### config.mk
export PLATFORM = sky130hd
export DESIGN_NAME = aux_decimator_flat
export DESIGN_NICKNAME = d
export VERILOG_FILES = /design/src/rtl/aux_decimator_if.sv /design/src/rtl/aux_decimator.sv /design/src/flat_wrapper.sv
export SDC_FILE = /design/constraint.sdc
export NUM_CORES = 1
export LEC_CHECK = 0
export BUFFER_PORTS_ARGS = -buffer_cell sky130_fd_sc_hd__buf_2
export CORE_MARGIN = 3
export CORE_UTILIZATION = 45
export CTS_CLUSTER_DIAMETER = 150
export CTS_CLUSTER_SIZE = 14
export DETAILED_ROUTE_END_ITERATION = 12
export GPL_TIMING_DRIVEN = 1
export PLACE_DENSITY = 0.65
export SETUP_SLACK_MARGIN = 0.05
export SYNTH_ARGS = -nofsm -noshare
export SYNTH_HDL_FRONTEND = slang
export SYNTH_SLANG_ARGS = --single-unit
### constraint.sdc
create_clock -name CLK -period 2.8 [get_ports CLK]
set_input_delay 0.28 -clock CLK [delete_from_list [all_inputs] [get_ports CLK]]
set_output_delay 0.28 -clock CLK [all_outputs]
set_load 0.005 [all_outputs]
### src/rtl/aux_decimator_if.sv
// Output handshake bundle of aux_decimator: averaged A/B pair plus sequence index.
// OUT_VALID/OUT_READY: a transfer happens on every posedge where both are high;
// data stays stable while OUT_VALID is high and OUT_READY is low.
interface aux_decimator_if #(
  parameter int A_W = 8,
  parameter int B_W = 15
) ();
  logic           OUT_VALID;
  logic           OUT_READY;
  logic [A_W-1:0] OUT_A;
  logic [B_W-1:0] OUT_B;
  logic [15:0]    OUT_SEQ;

  modport master (output OUT_VALID, output OUT_A, output OUT_B, output OUT_SEQ, input OUT_READY);
  modport slave  (input OUT_VALID, input OUT_A, input OUT_B, input OUT_SEQ, output OUT_READY);
endinterface

### src/rtl/aux_decimator.sv
// Box-averages 2^LOG2N AUX_A/AUX_B samples per channel and queues the averaged
// pairs in a show-ahead FIFO; pairs that find the FIFO full are dropped and counted.
module aux_decimator #(
  parameter int LOG2N      = 5,
  parameter int DEPTH_LOG2 = 2,
  parameter int A_W        = 8,
  parameter int B_W        = 15
) (
  input  logic                  CLK,
  input  logic                  n_RES,
  input  logic                  SMP_EN,
  input  logic [A_W-1:0]        AUX_A,
  input  logic [B_W-1:0]        AUX_B,
  aux_decimator_if.master       out_if,
  output logic [DEPTH_LOG2:0]   LEVEL,
  output logic [7:0]            OVF_CNT
);
  localparam int DEPTH = 1 << DEPTH_LOG2;
  localparam int N     = 1 << LOG2N;
  // A one-bit counter is kept for LOG2N=0; it stays at 0 so every strobe closes a window.
  localparam int CNT_W = (LOG2N > 0) ? LOG2N : 1;
  localparam logic [CNT_W-1:0]    CNT_LAST = CNT_W'(N - 1);
  localparam logic [DEPTH_LOG2:0] LVL_FULL = (DEPTH_LOG2 + 1)'(DEPTH);

  logic [A_W+LOG2N-1:0] acc_a, sum_a;
  logic [B_W+LOG2N-1:0] acc_b, sum_b;
  logic [CNT_W-1:0]     cnt;
  logic [15:0]          seq;
  logic [A_W-1:0]       avg_a;
  logic [B_W-1:0]       avg_b;
  logic                 close, push, pop, full, empty, wr_en;

  logic [DEPTH_LOG2:0]   wr_ptr, rd_ptr;
  logic [DEPTH_LOG2-1:0] wr_idx, rd_idx;
  logic [A_W-1:0]        mem_a   [DEPTH];
  logic [B_W-1:0]        mem_b   [DEPTH];
  logic [15:0]           mem_seq [DEPTH];

  always_comb begin
    sum_a = acc_a + (A_W + LOG2N)'(AUX_A);
    sum_b = acc_b + (B_W + LOG2N)'(AUX_B);
    avg_a = A_W'(sum_a >> LOG2N);
    avg_b = B_W'(sum_b >> LOG2N);
    close = (cnt == CNT_LAST);
    push  = SMP_EN & close;
  end

  always_ff @(posedge CLK or negedge n_RES) begin
    if (!n_RES) begin
      acc_a <= '0;
      acc_b <= '0;
      cnt   <= '0;
      seq   <= '0;
    end else if (SMP_EN) begin
      if (close) begin
        acc_a <= '0;
        acc_b <= '0;
        cnt   <= '0;
        seq   <= seq + 16'd1;
      end else begin
        acc_a <= sum_a;
        acc_b <= sum_b;
        cnt   <= cnt + 1'b1;
      end
    end
  end

  always_comb begin
    wr_idx = wr_ptr[DEPTH_LOG2-1:0];
    rd_idx = rd_ptr[DEPTH_LOG2-1:0];
    LEVEL  = wr_ptr - rd_ptr;
    empty  = (wr_ptr == rd_ptr);
    full   = (LEVEL == LVL_FULL);
    pop    = ~empty & out_if.OUT_READY;
    // A pop in the same cycle frees the slot, so a full FIFO still accepts the push.
    wr_en  = push & (~full | pop);
  end

  always_ff @(posedge CLK or negedge n_RES) begin
    if (!n_RES) begin
      wr_ptr  <= '0;
      rd_ptr  <= '0;
      OVF_CNT <= '0;
    end else begin
      if (wr_en) wr_ptr <= wr_ptr + 1'b1;
      if (pop)   rd_ptr <= rd_ptr + 1'b1;
      if (push && !wr_en && OVF_CNT != 8'hFF) OVF_CNT <= OVF_CNT + 8'd1;
    end
  end

  always_ff @(posedge CLK) begin
    if (wr_en) begin
      mem_a[wr_idx]   <= avg_a;
      mem_b[wr_idx]   <= avg_b;
      mem_seq[wr_idx] <= seq;
    end
  end

  // Head is read straight from storage; an empty FIFO presents zeros.
  always_comb begin
    out_if.OUT_VALID = ~empty;
    out_if.OUT_A     = empty ? '0 : mem_a[rd_idx];
    out_if.OUT_B     = empty ? '0 : mem_b[rd_idx];
    out_if.OUT_SEQ   = empty ? '0 : mem_seq[rd_idx];
  end
endmodule

### src/flat_wrapper.sv
// flat-port wrapper written by rule: the top's interface ports become plain ports
module aux_decimator_flat 
#(
  parameter int LOG2N      = 5,
  parameter int DEPTH_LOG2 = 2,
  parameter int A_W        = 8,
  parameter int B_W        = 15
)
  (CLK, n_RES, SMP_EN, AUX_A, AUX_B, LEVEL, OVF_CNT, out_if_OUT_VALID, out_if_OUT_A, out_if_OUT_B, out_if_OUT_SEQ, out_if_OUT_READY);
  aux_decimator_if #(.A_W(A_W), .B_W(B_W)) out_if_i ();
  input  logic CLK;
  input  logic n_RES;
  input  logic SMP_EN;
  input  logic [A_W-1:0] AUX_A;
  input  logic [B_W-1:0] AUX_B;
  output logic [DEPTH_LOG2:0] LEVEL;
  output logic [7:0] OVF_CNT;
  output wire logic [$bits(out_if_i.OUT_VALID)-1:0] out_if_OUT_VALID;
  output wire logic [$bits(out_if_i.OUT_A)-1:0] out_if_OUT_A;
  output wire logic [$bits(out_if_i.OUT_B)-1:0] out_if_OUT_B;
  output wire logic [$bits(out_if_i.OUT_SEQ)-1:0] out_if_OUT_SEQ;
  input wire logic [$bits(out_if_i.OUT_READY)-1:0] out_if_OUT_READY;
  assign out_if_OUT_VALID = out_if_i.OUT_VALID;
  assign out_if_OUT_A = out_if_i.OUT_A;
  assign out_if_OUT_B = out_if_i.OUT_B;
  assign out_if_OUT_SEQ = out_if_i.OUT_SEQ;
  assign out_if_i.OUT_READY = out_if_OUT_READY;
  aux_decimator #(.LOG2N(LOG2N), .DEPTH_LOG2(DEPTH_LOG2), .A_W(A_W), .B_W(B_W)) u_core (.CLK(CLK), .n_RES(n_RES), .SMP_EN(SMP_EN), .AUX_A(AUX_A), .AUX_B(AUX_B), .out_if(out_if_i), .LEVEL(LEVEL), .OVF_CNT(OVF_CNT));
endmodule
==> results of run 1 <==
-- cell families (layout without fill, tap and decap cells) --
| logic type | count (synthesis) | after routing | synth area share |
|---|---|---|---|
| flops | 224 | 224 | 0.630 |
| buf+inv | 43 | 149 | 0.0167 |
| xor+xnor | 54 | 54 | 0.0480 |
| simple gates | 167 | 167 | 0.0870 |
| fa+ha+maj | 37 | 37 | 0.0479 |
| compound gates | 109 | 109 | 0.0787 |
| mux | 44 | 44 | 0.0920 |
-- registers in the layout (all words and copies together), names as in the netlist --
signal	cells
u_core.mem_seq	64
u_core.mem_b	60
u_core.mem_a	32
u_core.acc_b	20
u_core.seq	16
u_core.acc_a	13
u_core.OVF_CNT	8
u_core.cnt	5
u_core.rd_ptr	3
u_core.wr_ptr	3
-- cell usage in the layout (no fill, tap or decap), drive strengths merged, types with 6 or more instances in the layout --
| cell type | instances |
|---|---|
| buf | 98 |
| a21oi | 15 |
| nand4 | 7 |
| mux4 | 39 |
| xor2 | 16 |
| a22o | 14 |
| inv | 16 |
| nor2 | 26 |
| nand2 | 39 |
| dfrtp | 68 |
| nor2b | 9 |
| o31ai | 8 |
| nand3 | 19 |
| ha | 34 |
| and3 | 15 |
| a211oi | 6 |
| and2 | 41 |
| o21ai | 19 |
| edfxtp | 156 |
| a31o | 10 |
| a21o | 10 |
| xnor2 | 37 |
| clkbuf | 33 |
-- worst paths after layout --
| check | cells past startpoint | endpoint | from | slack [ns] |
|---|---|---|---|---|
| min | 3 | u_core.rd_ptr[2] | out_if_OUT_READY | 0.11 |
| max in group asynchronous | 3 | u_core.rd_ptr[0] | n_RES | 1.55 |
| max | 7 | u_core.mem_b[0][14] | u_core.acc_b[1] | 0.09 |
| min reg2reg | 2 | u_core.acc_b[3] | u_core.acc_b[3] | 0.50 |
| min in group asynchronous | 2 | u_core.acc_b[7] | n_RES | 0.37 |
| max reg2reg | 7 | u_core.mem_b[0][14] | u_core.acc_b[1] | 0.09 |
-- cells in the mapped netlist, drive strengths merged, types with 3 or more instances --
| cell type | instances |
|---|---|
| o21a | 5 |
| buf | 11 |
| mux4 | 39 |
| o211ai | 3 |
| nor2b | 9 |
| nand2 | 39 |
| inv | 15 |
| a22o | 14 |
| edfxtp | 156 |
| and2 | 41 |
| nor2 | 26 |
| and3 | 15 |
| o21ai | 19 |
| nand4 | 7 |
| dfrtp | 68 |
| a21oi | 15 |
| o31ai | 8 |
| fa | 3 |
| mux2 | 4 |
| nor3 | 3 |
| a211oi | 6 |
| xor2 | 16 |
| ha | 34 |
| a31o | 10 |
| nand3 | 19 |
| o311ai | 5 |
| clkbuf | 16 |
| xnor2 | 37 |
| a21o | 10 |
-- metrics by stage --
stage          hold slack [ns]  utilization
5_1_grt                 0.0954        0.524
3_3_place_gp             0.357        0.498
3_5_place_dp             0.358        0.498
6_report                 0.108        0.524
4_1_cts                 0.0898        0.523
2_1_floorplan          -0.0156            -
-- worst reg2reg max path: stages (launching register included) --
cell                       delay (ns)
sky130_fd_sc_hd__dfrtp_1         0.42
sky130_fd_sc_hd__ha_1            0.30
sky130_fd_sc_hd__a211oi_1        0.38
sky130_fd_sc_hd__o21ai_1         0.20
sky130_fd_sc_hd__a41oi_1         0.39
sky130_fd_sc_hd__o21a_2          0.31
sky130_fd_sc_hd__nor2_1          0.11
sky130_fd_sc_hd__xnor2_1         0.37
-- report_power, final --
part	switching (uW)	internal, uW	total [uW]
sequential	273	4300	4570
clock	1100	1280	2390
combinational	2580	2220	4800
-- cell type report --
class                           instances  share of cell area
Clock buffer                           33              0.0459
Clock inverter                          1            0.000762
Inverter                               16             0.00522
Multi-Input combinational cell        411               0.312
Sequential cell                       224               0.556
Tap cell                              280              0.0305
Timing Repair Buffer                   99              0.0495
-- routing by layer --
layer | GRT usage | vias to the layer above | share of wire
li1 | - | 2768 | -
met1 | 0.225 | 2964 | 0.44
met2 | 0.284 | 141 | 0.50
met3 | 0.0247 | 24 | 0.042
met4 | 0.0338 | 0 | 0.012
met5 | 0 | - | 0
-- what timing repair did --
action	4_1_cts	5_1_grt
pin swaps	0	1
setup buffers	0	1
resized for setup	1	2
endpoints found under the setup margin	39	18
endpoints found under the hold margin	24	0
hold buffers	1	0
cloned	0	0
==> metrics.log, run 1 <==
INFO  metric grt_use_total = 0.165
INFO  metric design.final.nets = about 840
INFO  metric crit_path_start_kind = flop
INFO  metric detail_route.iter0.violations = roughly 400
INFO  metric die_y = about 160 um
INFO  metric powerDensity = approximately 1000 nW/um^2
INFO  metric grt_pass1_wl = between 30,000 and 40,000 um
INFO  metric worstPathBufferInverterCount = 0
INFO  metric maximum_vdd_drop = about 0.00068 V
INFO  metric timing.final.hold_violations = 0
INFO  metric worst_pin_slew = around 0.72 ns
INFO  metric grt_start_max_net_pins = 42
INFO  metric timing.critical_path.to_type = flop
INFO  metric die_area = 24,400 um^2
INFO  metric synthesized_instance_count = 678
INFO  metric final-seq-area = between 6000 and 7000 um^2
INFO  metric maxCapViolCount = 0
INFO  metric initial_core_util = 0.462
INFO  metric crit_chain = ha_1 -> a211oi_1 -> o21ai_1 -> a41oi_1 -> o21a_2 -> nor2_1 -> xnor2_1
INFO  metric hpwl = about 13,000 um
INFO  metric timing.critical_path.required = a little over 3 ns
INFO  metric result_of_the_run = complete, no violations
INFO  metric coreArea = between 20,000 and 25,000 um^2
INFO  metric htree_levels = 1
INFO  metric num_antenna_cells = 0
INFO  metric mappedNetlistArea = ~10,000 um^2
INFO  metric cts_root_buffer = sky130_fd_sc_hd__clkbuf_16
INFO  metric fillerInstances = between 1.5k and 2k
INFO  metric finalWorstSetupSlack = just over 0.09 ns
INFO  metric timing.hold.worst.class = in2reg
INFO  metric synth_sequential_area_ratio = 0.630
INFO  metric instances_no_fill = around 1.1k
INFO  metric route.vias.total = between 5k and 6k
INFO  metric drcViolationCount = 0
INFO  metric avgViaCountPerCell = 5.54
INFO  metric clk-insertion-delay-late = a little under 0.5 ns
INFO  metric yosys_synthesis_warning_count = 0
INFO  metric io_buffer_count = 77
INFO  metric ant_nets = 0
INFO  metric p_total = approximately 12,000 uW
INFO  metric place_ws = approximately 0.14 ns
INFO  metric multiInputGateArea = between 3000 and 4000 um^2
INFO  metric fp.dieW = approximately 160 um
INFO  metric clock_path_buffers = 3
INFO  metric synth_largest_type_area_fraction = 0.462
INFO  metric dominantRegCellSynth = sky130_fd_sc_hd__edfxtp_1
INFO  metric worstPathMaxFanout = 8
INFO  metric layout_worst_path_cycle_share = 0.967
INFO  metric placed_cells_incl_taps = 1,028
INFO  metric finalWirelength = 19,700 um
INFO  metric grt-ovfl-total = 0
INFO  metric crit_path_max_incr_delay = 0.42 ns
INFO  metric drv_slew = 0
INFO  metric numClockSinks = 224
INFO  metric yosys.cell_types.count = 56
INFO  metric achievable-frequency = ~0.37 GHz
INFO  metric clock_skew = approximately 0.014 ns
INFO  metric fp_rows = 54
INFO  metric routedWlPerCell = ~19 um
INFO  metric design_area = about 11,000 um^2
INFO  metric tritoncts = yes
INFO  metric synth_enable_flop_cells = 156
INFO  metric layout-drive-gt1-share = 0.235
INFO  metric first_drt_pass_iteration_count = 4
INFO  metric critical_path.slowest_cell = sky130_fd_sc_hd__dfrtp_1
INFO  metric vias_in_the_first_global_route = 6,168
INFO  metric cts-buffers-inserted = 19
INFO  metric boundaryPins = just under 80
INFO  metric power_leakage = 0.00436 uW
INFO  metric place_congestion = around 0.8
INFO  metric synthesized_net_count = ~740
INFO  metric post-route-min-period = 2.71 ns
INFO  metric setup.worst_path.class = reg2reg
INFO  metric detailed_place.area = around 11,000 um^2
INFO  metric synth_top_cells_by_area = sky130_fd_sc_hd__edfxtp_1 (46%), sky130_fd_sc_hd__dfrtp_1 (17%), sky130_fd_sc_hd__mux4_2 (8.7%)
INFO  metric unrepaired_setup_endpoints_after_global_routing = no
INFO  metric setup_viol = 0
INFO  metric finalSetupTns = 0 ns
INFO  metric avgSynthCellArea = ~15 um^2
INFO  metric postSynth.asyncResetShare = 0.304
INFO  metric clk_pin_slew = ~0.07 ns
INFO  metric area.growth.synth_to_final = 13.4%
INFO  metric slew_headroom = 0.513
INFO  metric timing.critical_path.max_delay_family = compound AO/OA/AOI/OAI gates
INFO  metric synth-seq-cells = around 220
INFO  metric crit_arrival = just under 3 ns
INFO  metric synth_area_leader_cell = sky130_fd_sc_hd__edfxtp_1
INFO  metric antenna_found_initial = 0
Note: power is estimated with default switching activity, not from simulation.
==> inputs of run 2 (changes only) <==
- REMOVE_ABC_BUFFERS: unset -> 1
==> metrics.log, run 2 (synthesized netlist as in run 1, its figures left out) <==
INFO  metric result_of_the_run = complete, no violations
INFO  metric worst_hold_path.num_cells = 3
INFO  metric unrepaired_setup_endpoints_after_global_routing = no
INFO  metric drcViolationCount = 0
INFO  metric die_area = 24,400 um^2
INFO  metric fillerInstances = 1,806
INFO  metric grt_use_total = 0.168
INFO  metric layout-drive-gt1-share = 0.233
INFO  metric timing.final.hold_violations = 0
INFO  metric num_antenna_cells = 0
INFO  metric mostFrequentLayoutCell = sky130_fd_sc_hd__edfxtp_1
INFO  metric crit-reg2reg-launch = u_core.cnt[0]
INFO  metric placed_cells_incl_taps = roughly 1.0k
INFO  metric commonest_cells_after_routing_fill_and_taps_aside = sky130_fd_sc_hd__edfxtp_1 (156), sky130_fd_sc_hd__buf_2 (77), sky130_fd_sc_hd__dfrtp_1 (66)
INFO  metric grt_pass1_wl = approximately 33,000 um
INFO  metric place_congestion = around 0.88
INFO  metric instances_no_fill = around 1.1k
INFO  metric io_buffer_count = 77
INFO  metric initial_core_util = 0.462
INFO  metric timing.critical_path.mode_cell = sky130_fd_sc_hd__ha_1
INFO  metric clock_path_buffers = 3
INFO  metric detail_route.iter0.violations = between 300 and 400
INFO  metric crit_arrival = between 2 and 3 ns
INFO  metric tritoncts = yes
INFO  metric crit_path_start_kind = flop
INFO  metric hpwl = roughly 13,000 um
INFO  metric layout_worst_path_cycle_share = 0.916
INFO  metric ant_nets = 0
INFO  metric coreArea = between 20,000 and 25,000 um^2
INFO  metric timing.critical_path.required = 3.20 ns
INFO  metric drv_slew = 0
INFO  metric crit_path_max_incr_delay = 0.44 ns
INFO  metric routedWlPerCell = between 15 and 20 um
INFO  metric worst_pin_slew = 0.766 ns
INFO  metric grt-ovfl-total = 0
INFO  metric largest_register = u_core.mem_seq
INFO  metric timing.hold.worst.class = in2reg
INFO  metric crit_chain = ha_1 -> and3_1 -> ha_1 -> and2_1 -> o21ai_0 -> a211oi_4 -> nand4_4 -> nor2_2 -> xor2_1
INFO  metric fp_rows = 54
INFO  metric final-seq-area = about 6400 um^2
INFO  metric setup_viol = 0
INFO  metric route.vias.total = between 5k and 6k
INFO  metric setup.worst_path.class = reg2reg
INFO  metric min-delay-start = out_if_OUT_READY
INFO  metric cts-buffers-inserted = 19
INFO  metric post-route-min-period = roughly 2.6 ns
INFO  metric cts_root_buffer = sky130_fd_sc_hd__clkbuf_16
INFO  metric share_clk_of_total_power = 0.202
INFO  metric avgViaCountPerCell = about 5.6
INFO  metric timing.critical_path.to_type = flop
INFO  metric grt_start_max_net_pins = 42
INFO  metric powerDensity = just over 1000 nW/um^2
INFO  metric slew_headroom = 0.489
INFO  metric clk_pin_slew = 0.07 ns
INFO  metric antenna_found_initial = 0
INFO  metric design_area = 11,500 um^2
INFO  metric htree_levels = 1
INFO  metric multiInputGateArea = 3600 um^2
INFO  metric critical_path.slowest_cell = sky130_fd_sc_hd__a211oi_4
INFO  metric detailed_place.area = 11,000 um^2
INFO  metric vias_in_the_first_global_route = between 6k and 7k
INFO  metric die_y = between 150 and 200 um
INFO  metric switching_power = a little under 4000 uW
INFO  metric r2r.worst_path.cells = 9
INFO  metric power_frac_seq = 0.390
INFO  metric combPwrFrac = 0.408
INFO  metric first_drt_pass_iteration_count = 5
INFO  metric area.growth.synth_to_final = 13.6%
INFO  metric design.final.nets = approximately 830
INFO  metric maximum_vdd_drop = 0.000655 V
INFO  metric reg_top3 = u_core.mem_seq (64), u_core.mem_b (60), u_core.mem_a (32)
INFO  metric fp.dieW = ~160 um
INFO  metric maxCapViolCount = 0
INFO  metric internal-power = roughly 7800 uW
INFO  metric r2r-end = u_core.OVF_CNT[5]
INFO  metric achievable-frequency = between 0.3 and 0.4 GHz
INFO  metric timing.reg2reg.setup_slack = around 0.24 ns
INFO  metric numClockSinks = 224
INFO  metric power_leakage = ~0.0043 uW
INFO  metric boundaryPins = 78
INFO  metric worstPathMaxFanout = 10
INFO  metric finalWirelength = between 20,000 and 25,000 um
INFO  metric clock_skew = roughly 0.0087 ns
INFO  metric largest_register_ffs = between 60 and 70
INFO  metric power.share.switching = 0.338
INFO  metric clk-insertion-delay-late = a little under 0.5 ns
INFO  metric holdPathEnd = u_core.rd_ptr[2]
## run 2: changes by cell type in the layout (fill, tap and decap cells not counted), sizes merged
cell	delta
buf	-3
## run 2: critical path, delay by kind of cell (launching register included)
family	cells	cell delay [ns]
xor+xnor	1	0.17
simple gates	4	0.85
flops	1	0.40
compound gates	2	0.70
fa+ha+maj	2	0.36
## run 2: worst max path at each step
stage | slack (ns) | cells after the start | from | end
after detailed placement | 0.12 | 8 | AUX_B[0] | u_core.mem_b[3][11]
after global routing | 0.05 | 9 | u_core.cnt[0] | u_core.OVF_CNT[5]
after floorplan | -1.38 | 5 | u_core.rd_ptr[0] | u_core.mem_a[3][0]
after CTS | 0.12 | 7 | u_core.acc_b[0] | u_core.mem_b[2][11]
after global placement | 0.22 | 8 | AUX_B[0] | u_core.mem_b[3][11]
final | 0.24 | 9 | u_core.cnt[0] | u_core.OVF_CNT[5]
## run 2: power by group through the flow
stage               sequential, uW  clock, uW  combinational (uW)
floorplan                     4770          0                3040
global placement              4620          0                4670
detailed placement            4640          0                4830
CTS                           4580       2440                4860
global route                  4630       2560                5340
finish                        4580       2380                4790
## run 2: what timing repair did
| item | 4_1_cts | 5_1_grt |
|---|---|---|
| setup endpoints to repair | 39 | 44 |
| endpoints found under the hold margin | 30 | 0 |
| gates resized for setup | 1 | 4 |
| pin swaps | 0 | 1 |
| hold buffers | 1 | 0 |
| setup buffers | 0 | 0 |
## run 2: final cells by class
type                            instances  share of cell area
Multi-Input combinational cell        411               0.312
Clock buffer                           33              0.0458
Timing Repair Buffer                   96              0.0510
Sequential cell                       224               0.554
Clock inverter                          1            0.000760
Inverter                               16             0.00521
Tap cell                              280              0.0304
## run 2: per-stage QoR
step / hold WS (ns) / setup WS [ns] / utilization / total power [uW] / setup TNS (ns)
final: 0.106 / 0.236 / 0.525 / 11700 / 0
after global routing: 0.0946 / 0.0524 / 0.525 / 12500 / 0
after CTS: 0.0900 / 0.124 / 0.524 / 11900 / 0
after detailed placement: 0.393 / 0.125 / 0.499 / 9470 / 0
after global placement: 0.380 / 0.220 / 0.499 / 9290 / 0
after floorplan: -0.0156 / -1.38 / - / 7810 / -237.01
## run 2: per-layer routing
layer | up-vias | GRT usage | routed length (um)
met4 | 0 | 0.0350 | 382
met1 | 3019 | 0.233 | 9100
li1 | 2769 | - | -
met2 | 137 | 0.289 | 9940
met3 | 30 | 0.0222 | 726
met5 | - | 0 | 0
==> inputs of run 3 (changes only) <==
- CELL_PAD_IN_SITES_DETAIL_PLACEMENT: unset -> 1
- CELL_PAD_IN_SITES_GLOBAL_PLACEMENT: unset -> 2
- CORE_ASPECT_RATIO: unset -> 1.2
- CORE_UTILIZATION: 45 -> 39
- PLACE_DENSITY: 0.65 -> unset
- PLACE_DENSITY_LB_ADDON: unset -> 0.1
==> metrics.log, run 3 (synthesized netlist as in run 1, its figures left out) <==
INFO  metric power_leakage = 0.00436 uW
INFO  metric drcViolationCount = 0
INFO  metric internal-power = between 7000 and 8000 uW
INFO  metric clk-insertion-delay-late = about 0.49 ns
INFO  metric critical_path.slowest_cell = sky130_fd_sc_hd__dfrtp_1
INFO  metric layout_worst_path_cycle_share = 0.944
INFO  metric grt-ovfl-total = 0
INFO  metric place_congestion = about 0.77
INFO  metric avgViaCountPerCell = 5.36
INFO  metric p_total = ~12,000 uW
INFO  metric antenna_found_initial = 0
INFO  metric fp.dieW = roughly 150 um
INFO  metric drv_slew = 0
INFO  metric timing.hold.worst.class = in2reg
INFO  metric r2r.worst_path.cells = 8
INFO  metric die_y = 183 um
INFO  metric numClockSinks = around 220
INFO  metric crit_chain = inv_1 -> ha_1 -> fa_1 -> xnor3_1 -> or2_4 -> a21o_2 -> and3_2 -> buf_4
INFO  metric clk_pin_slew = approximately 0.070 ns
INFO  metric coreArea = roughly 26,000 um^2
INFO  metric powerDensity = slightly above 1000 nW/um^2
INFO  metric die_area = about 28,000 um^2
INFO  metric finalWirelength = around 22,000 um
INFO  metric maxCapViolCount = 0
INFO  metric mostFrequentLayoutCell = sky130_fd_sc_hd__edfxtp_1
INFO  metric share_clk_of_total_power = 0.202
INFO  metric fp_rows = 64
INFO  metric largest_register_ffs = between 60 and 70
INFO  metric layout-drive-gt1-share = 0.239
INFO  metric design.final.nets = ~840
INFO  metric finalCoreUtilization = 0.454
INFO  metric slew_headroom = 0.500
INFO  metric finalSetupTns = 0 ns
INFO  metric boundaryPins = a little under 80
INFO  metric reg_top3 = u_core.mem_seq (64), u_core.mem_b (60), u_core.mem_a (32)
INFO  metric largest_register = u_core.mem_seq
INFO  metric multiInputGateArea = about 3600 um^2
INFO  metric htree_levels = 1
INFO  metric timing.critical_path.from = u_core.wr_ptr[0]
INFO  metric power_frac_seq = 0.387
INFO  metric combPwrFrac = 0.411
INFO  metric power.share.switching = 0.342
INFO  metric crit_path_start_kind = flop
INFO  metric ant_nets = 0
INFO  metric cts_root_buffer = sky130_fd_sc_hd__clkbuf_16
INFO  metric result_of_the_run = complete, no violations
INFO  metric maximum_vdd_drop = 0.000490 V
INFO  metric vias_in_the_first_global_route = roughly 6.7k
INFO  metric final-seq-area = 6390 um^2
INFO  metric tritoncts = yes
INFO  metric holdPathEnd = u_core.rd_ptr[2]
INFO  metric worstPathMaxFanout = 23
INFO  metric grt_pass1_wl = 36,700 um
INFO  metric route.vias.total = approximately 6k
INFO  metric fillerInstances = between 2k and 3k
INFO  metric initial_core_util = 0.397
INFO  metric worst_pin_slew = around 0.75 ns
INFO  metric setup.worst_path.class = reg2reg
INFO  metric r2r-end = u_core.mem_b[3][2]
INFO  metric commonest_cells_after_routing_fill_and_taps_aside = sky130_fd_sc_hd__edfxtp_1 (156), sky130_fd_sc_hd__buf_2 (77), sky130_fd_sc_hd__dfrtp_1 (66)
INFO  metric first_drt_pass_iteration_count = 4
INFO  metric timing.critical_path.required = roughly 3 ns
INFO  metric crit_arrival = 2.84 ns
INFO  metric io_buffer_count = between 70 and 80
INFO  metric area.growth.synth_to_final = 14.4%
INFO  metric switching_power = around 4000 uW
INFO  metric post-route-min-period = between 2 and 3 ns
INFO  metric worst_hold_path.num_cells = 3
INFO  metric grt_start_max_net_pins = 42
INFO  metric achievable-frequency = approximately 0.38 GHz
INFO  metric grt_use_total = 0.163
INFO  metric timing.final.hold_violations = 0
INFO  metric num_antenna_cells = 0
INFO  metric routedWlPerCell = approximately 20 um
INFO  metric setup_viol = 0
INFO  metric min-delay-start = out_if_OUT_READY
INFO  metric crit-reg2reg-launch = u_core.wr_ptr[0]
INFO  metric unrepaired_setup_endpoints_after_global_routing = yes
INFO  metric worstPathBufferInverterCount = 2
INFO  metric cts-buffers-inserted = 19
INFO  metric timing.reg2reg.setup_slack = ~0.16 ns
INFO  metric clock_skew = ~0.011 ns
INFO  metric timing.critical_path.max_delay_family = adder cells
INFO  metric hpwl = 15,000 um
INFO  metric timing.critical_path.to_type = flop
INFO  metric detail_route.iter0.violations = roughly 220
INFO  metric clock_path_buffers = 3
INFO  metric crit_path_max_incr_delay = between 0.4 and 0.5 ns
-- run 3: what timing repair did --
item,4_1_cts,5_1_grt
endpoints found under the hold margin,29,0
hold buffers,1,0
setup buffers,0,0
pin swaps,0,1
setup endpoints to repair,49,46
gates cloned,0,0
gates resized for setup,2,6
-- run 3: tightest hold or removal path, stage by stage --
cell and delay [ns]:
sky130_fd_sc_hd__buf_2 0.12, sky130_fd_sc_hd__nand3_1 0.08, sky130_fd_sc_hd__xnor2_1 0.06
-- run 3: metrics by stage --
stage,instance area [um^2],hold WS [ns],cells,setup slack (ns)
final,11600,0.0982,1113,0.158
after global routing,11600,0.0984,1113,0.0479
after CTS,11600,0.0824,1113,0.129
after detailed placement,11000,0.400,1079,-0.0564
after global placement,11000,0.401,1079,0.0895
after floorplan,10000,-0.0156,651,-1.38
-- run 3: power by group through the flow --
stage                     logic [uW]  clock network [uW]  registers, uW
after floorplan                 3040                   0           4770
after global placement          4780                   0           4630
after detailed placement        4950                   0           4650
after CTS                       4980                2490           4590
after global routing            5460                2630           4640
final                           4860                2390           4590
-- run 3: per-layer routing --
layer	wire length (um)	global-route usage
met5	0	0
met4	394	0.0346
met3	598	0.0204
met2	11800	0.306
met1	9560	0.201
-- run 3: layout make-up --
type                       instances  share of cell area
clock buffer                      33              0.0455
sequential                       224               0.551
timing repair buffer              99              0.0518
tap                              330              0.0356
inverter                          16             0.00518
multi-input combinational        411               0.311
-- run 3: how the worst max path moves through the flow --
stage	endpoint	slack, ns	cells past startpoint
2_1_floorplan	u_core.mem_a[3][0]	-1.38	5
3_3_place_gp	u_core.mem_b[0][11]	0.09	8
3_5_place_dp	u_core.mem_b[1][11]	-0.06	8
4_1_cts	out_if_OUT_B[8]	0.13	4
5_1_grt	u_core.OVF_CNT[7]	0.05	9
6_report	u_core.mem_b[3][2]	0.16	8
